## config.mk

```make
export PLATFORM = sky130hd
export DESIGN_NAME = fmul_arbiter
export DESIGN_NICKNAME = d
export VERILOG_FILES = /design/src/rtl/fmul_arbiter.sv
export SDC_FILE = /design/constraint.sdc
export NUM_CORES = 2
export LEC_CHECK = 0
export ABC_AREA = 1
export CAP_MARGIN = 20
export CELL_PAD_IN_SITES_DETAIL_PLACEMENT = 1
export CELL_PAD_IN_SITES_GLOBAL_PLACEMENT = 2
export CORE_AREA = 2 2 300 302
export DETAILED_ROUTE_END_ITERATION = 16
export DIE_AREA = 0 0 302 304
export GPL_ROUTABILITY_DRIVEN = 0
export GPL_TIMING_DRIVEN = 0
export PLACE_DENSITY_LB_ADDON = 0.3
export SYNTH_ARGS = -nofsm -noshare
export SYNTH_HDL_FRONTEND = slang
export SYNTH_SLANG_ARGS = --single-unit
```

## constraint.sdc

```tcl
create_clock -name clk -period 13.2 [get_ports clk]
set_clock_uncertainty 0.1 [all_clocks]
set_input_delay 2.64 -clock clk [delete_from_list [all_inputs] [get_ports clk]]
set_output_delay 2.64 -clock clk [all_outputs]
set_load 0.02 [all_outputs]
```

## src/rtl/fmul_arbiter.sv

```systemverilog
// fmul_arbiter: round-robin sharing of one pipelined fp32 multiplier among NREQ requesters
module fmul (
  input  logic        clk,
  input  logic [31:0] x1,
  input  logic [31:0] x2,
  output logic [31:0] y
);
  logic               s, a_nan, b_nan, a_inf, b_inf, a_zero, b_zero, g, st, rnd;
  logic [7:0]         ea, eb;
  logic [47:0]        p;
  logic [22:0]        mant;
  logic [23:0]        mr;
  logic signed [10:0] e;
  logic [31:0]        prod;
  // fp32 product, round-to-nearest-even, subnormal inputs and results flushed to zero
  always_comb begin
    s = x1[31] ^ x2[31];
    ea = x1[30:23];
    eb = x2[30:23];
    a_nan = ea == 8'hff && x1[22:0] != 23'd0;
    b_nan = eb == 8'hff && x2[22:0] != 23'd0;
    a_inf = ea == 8'hff && x1[22:0] == 23'd0;
    b_inf = eb == 8'hff && x2[22:0] == 23'd0;
    a_zero = ea == 8'd0;
    b_zero = eb == 8'd0;
    p = {24'd0, 1'b1, x1[22:0]} * {24'd0, 1'b1, x2[22:0]};
    mant = p[47] ? p[46:24] : p[45:23];
    g = p[47] ? p[23] : p[22];
    st = p[47] ? |p[22:0] : |p[21:0];
    rnd = g & (st | mant[0]);
    mr = {1'b0, mant} + {23'd0, rnd};
    e = $signed({3'd0, ea}) + $signed({3'd0, eb}) - 11'sd127 + $signed({10'd0, p[47]}) + $signed({10'd0, mr[23]});
    prod = (a_nan || b_nan || (a_inf && b_zero) || (b_inf && a_zero)) ? 32'h7fc00000 :
           (a_inf || b_inf) ? {s, 8'hff, 23'd0} :
           (a_zero || b_zero) ? {s, 31'd0} :
           (e >= 11'sd255) ? {s, 8'hff, 23'd0} :
           (e <= 11'sd0) ? {s, 31'd0} : {s, e[7:0], mr[22:0]};
  end
  // single pipeline register, intentionally unreset
  always_ff @(posedge clk) y <= prod;
endmodule

module fmul_arbiter #(
  parameter int NREQ = 4,
  parameter int TW = $clog2(NREQ)
) (
  input  logic                 clk,
  input  logic                 rstn,
  input  logic [NREQ-1:0]      req_valid,
  output logic [NREQ-1:0]      req_ready,
  input  logic [32*NREQ-1:0]   req_x1,
  input  logic [32*NREQ-1:0]   req_x2,
  output logic [NREQ-1:0]      rsp_valid,
  input  logic [NREQ-1:0]      rsp_ready,
  output logic [32*NREQ-1:0]   rsp_y,
  output logic                 busy
);
  logic          s1_v, s2_v, found;
  logic [TW-1:0] s1_tag, s2_tag, last, win;
  logic [31:0]   s1_x1, s1_x2, y;
  logic [31:0]   rsp_d [NREQ];
  logic [NREQ-1:0] inflight, elig;

  fmul u_fmul (.clk(clk), .x1(s1_x1), .x2(s1_x2), .y(y));

  for (genvar g = 0; g < NREQ; g++) begin : g_pack
    assign rsp_y[32*g +: 32] = rsp_d[g];
  end

  // a requester stays ineligible from accept until its response slot drains
  always_comb begin
    for (int i = 0; i < NREQ; i++)
      inflight[i] = (s1_v && s1_tag == TW'(i)) || (s2_v && s2_tag == TW'(i)) || rsp_valid[i];
    elig = req_valid & ~inflight;
  end

  // round-robin search: indices above last beat indices at or below it, lowest first in each group
  always_comb begin
    found = 1'b0;
    win = last;
    for (int i = NREQ - 1; i >= 0; i--)
      if (elig[i] && i <= int'(last)) begin
        found = 1'b1;
        win = TW'(i);
      end
    for (int i = NREQ - 1; i >= 0; i--)
      if (elig[i] && i > int'(last)) begin
        found = 1'b1;
        win = TW'(i);
      end
  end

  // grant and activity outputs, forced idle while reset is held
  always_comb begin
    req_ready = (rstn && found) ? (NREQ'(1) << win) : '0;
    busy = rstn && (s1_v || s2_v || |rsp_valid);
  end

  // issue stage and owner tracking alongside the fmul register
  always_ff @(posedge clk) begin
    if (!rstn) begin
      s1_v <= 1'b0;
      s2_v <= 1'b0;
      s1_tag <= '0;
      s2_tag <= '0;
      last <= TW'(NREQ - 1);
    end else begin
      s1_v <= found;
      s2_v <= s1_v;
      s2_tag <= s1_tag;
      if (found) begin
        s1_tag <= win;
        s1_x1 <= req_x1[32*win +: 32];
        s1_x2 <= req_x2[32*win +: 32];
        last <= win;
      end
    end
  end

  // per-requester response slots hold a product until accepted
  always_ff @(posedge clk) begin
    for (int i = 0; i < NREQ; i++)
      if (!rstn) begin
        rsp_valid[i] <= 1'b0;
        rsp_d[i] <= '0;
      end else if (s2_v && s2_tag == TW'(i)) begin
        rsp_valid[i] <= 1'b1;
        rsp_d[i] <= y;
      end else if (rsp_ready[i]) begin
        rsp_valid[i] <= 1'b0;
      end
  end
endmodule

```

==> results.json <==
{
  "status": "complete, no violations",
  "num_vias": 28835,
  "maxCapViolations": 0,
  "grt_max_degree": 38,
  "grt_use_total_pct": 29.0,
  "drive_gt1_share_pct": 2.82,
  "postCtsHoldBufs": 0,
  "cp_top_family": "adder cells",
  "cts_sinks": 236,
  "cts_setup_buffers": 0,
  "worst-r2r-cell-count": 44,
  "synth-seq-cells": 236,
  "critPathMaxStageDelay_ns": 0.71,
  "cp.required_ns": 13.52,
  "io_pins": 403,
  "crit_buf_inv": 8,
  "viasPerCell": 4.95,
  "clockBufferDepth": 3,
  "hp-class": "register to register",
  "gr-total-overflow": 0,
  "ant_nets": 0,
  "final_max_slew_viol_count": 0,
  "coreArea_um2": 89000,
  "ys_types": 51,
  "path_clk_slew_ns": 0.06,
  "ys_seq_area_share_pct": 20.4,
  "hold_path_end": "s2_tag[1]$_SDFF_PN0_",
  "drt_iter0_markers": 1703,
  "crit_type": "register to register",
  "dieArea_um2": 91800,
  "cts_buffers": 25,
  "die_h_um": 304,
  "min-delay-start": "s1_tag[1]$_SDFFE_PN0N_",
  "start_kind": "register",
  "finalSetupViolations": 0,
  "yosys-top-cells-area": "fa_1, edfxtp_1, nand2_1",
  "layout.nets": 5563,
  "cp_max_fo": 10,
  "synth_top_area_cell": "fa_1",
  "fin_crit_ns": 11.51,
  "wl_per_cell_um": 22.4,
  "r2r_end": "u_fmul.y[0]$_SDFF_PP0_",
  "worst_slew_pin_slew_ns": 1.16,
  "startpoint": "s1_x1[8]$_DFFE_PP_",
  "rr_startpoint": "s1_x1[8]$_DFFE_PP_",
  "first_pass_iters": 5,
  "cp-end-kind": "register",
  "initial_utilization_pct": 36.5,
  "drt_wl_total_um": 131000,
  "ys_async_sr_fraction_pct": 0,
  "fmax_mhz": 86.9,
  "post_cts_resized": 0,
  "clk_latency_ns": 0.56,
  "rsz0062_at_grt": "no",
  "ys.flop_type": "edfxtp_1",
  "whs_path_depth": 2,
  "place_hpwl_um": 113000,
  "arrival_ns": 11.82,
  "max_slew_margin_pct": 22.7,
  "num_rows": 110,
  "remaining_drc_errors": 0,
  "cts_tree": "yes",
  "clk_root_buffer_cell": "clkbuf_16",
  "io_buffer_count": 402,
  "grt_pass1_vias": 32134,
  "htree_levels": 1,
  "antenna_found_initial": 15,
  "syn_area_um2": 32500,
  "synth_top_area_share_pct": 29.8,
  "areaGrowthSynthToFinish_pct": 19.6,
  "fin_crit_sh_pct": 87.2,
  "crit_path_top_delay_cell": "clkbuf_1",
  "syn_area_per_cell_um2": 7.76,
  "r2r_setup_slack_ns": 1.69,
  "synth_edf_count": 192,
  "tns_ns": 0,
  "grt_pass1_wl_um": 199000,
  "hold_viol": 0,
  "synth_nets": 5131,
  "postSynthCellCount": 4193,
  "final_util_pct": 43.7,
  "die_x_um": 302,
  "yosysWarnings": 0,
  "crit_path_frequent_cell": "nand2_1"
}
final cells by class:
cell class	count	area (um2)
diodes	11	27.5
plain buffers	168	693
clock buffers	33	656
clock inverters	12	109
fillers	10997	50200
inverters	1119	4200
multi-input cells	2670	21000
flip-flops and latches	236	6650
well taps	1176	1470
repair buffers	405	4090
stage by stage:
| stage | setup slack, ns | instances | hold slack, ns | cell area [um2] |
|---|---|---|---|---|
| 2_1_floorplan | 3.69 | 4193 | 0.346 | 32500 |
| 3_3_place_gp | 1.67 | 5771 | 0.378 | 38000 |
| 3_5_place_dp | 1.88 | 5774 | 0.376 | 38100 |
| 4_1_cts | 1.86 | 5819 | 0.405 | 38900 |
| 5_1_grt | 1.12 | 5830 | 0.435 | 38900 |
| 6_report | 1.69 | 5830 | 0.405 | 38900 |
state kept, by name, indices dropped and copies added, names as in the netlist:
| name | flops |
|---|---|
| s1_x1 | 32 |
| rsp_d | 128 |
| s1_tag | 2 |
| s2_v | 1 |
| s1_x2 | 32 |
| rsp_valid | 4 |
| u_fmul.y | 32 |
| s1_v | 1 |
| last | 2 |
| s2_tag | 2 |
cells in the final DEF (no fill, tap or decap), types with 55 or more instances in the layout:
master,count
a21oi_1,55
a22oi_1,64
clkbuf_1,163
clkdlybuf4s50_1,402
edfxtp_1,192
fa_1,484
ha_1,188
inv_1,1107
nand2_1,1109
nand3_1,276
nor2_1,257
cell usage after synthesis (all sizes together), types with 3 or more instances:
cell,instances
edfxtp,192
nor3,13
nor4,17
o21bai,6
nand3,279
o21ai,20
xnor2,14
nand4,36
nor2,283
buf,13
a21oi,57
o31ai,12
nand3b,10
clkbuf,155
dfxtp,44
a22oi,64
ha,188
or2,6
nand2,1141
inv,1119
xor2,25
fa,484
and2,4
o21a,3
how the worst max path moves through the flow:
stage	cells after the start	end	slack, ns
6_report	44	u_fmul.y[0]$_SDFF_PP0_	1.69
5_1_grt	43	u_fmul.y[3]$_SDFF_PP0_	1.12
4_1_cts	44	u_fmul.y[3]$_SDFF_PP0_	1.86
3_5_place_dp	44	u_fmul.y[3]$_SDFF_PP0_	1.88
3_3_place_gp	8	req_ready[1]	1.67
2_1_floorplan	6	req_ready[2]	3.69
worst min-delay path, cell delays in order, from the launching register on:
cell and delay (ns):
dfxtp_1 0.36, nand2_1 0.08, inv_1 0.03
metal layers:
metal | up-vias | global-route usage, % | wire, um
met2 | 858 | 50.9 | 63900
met3 | 216 | 4.58 | 8340
met4 | 0 | 9.79 | 5110
li1 | 13269 | - | -
met1 | 14492 | 36.2 | 53300
met5 | - | 0 | 0
cells by family (layout without fill, tap and decap cells):
kind of cell,after synthesis,in the layout,synth area share (%)
AOI/OAI and AO/OA,168,168,3.31
xor gates and xnor gates,39,39,1.07
buffers and inverters,1287,1737,15.0
adders and majority gates,672,672,37.0
other,0,11,0
DFF,236,236,20.4
and+or+nand+nor,1791,1791,23.1
Power is not shown: default switching activity piles up to over one toggle a cycle in this logic, so the estimate is an artifact.
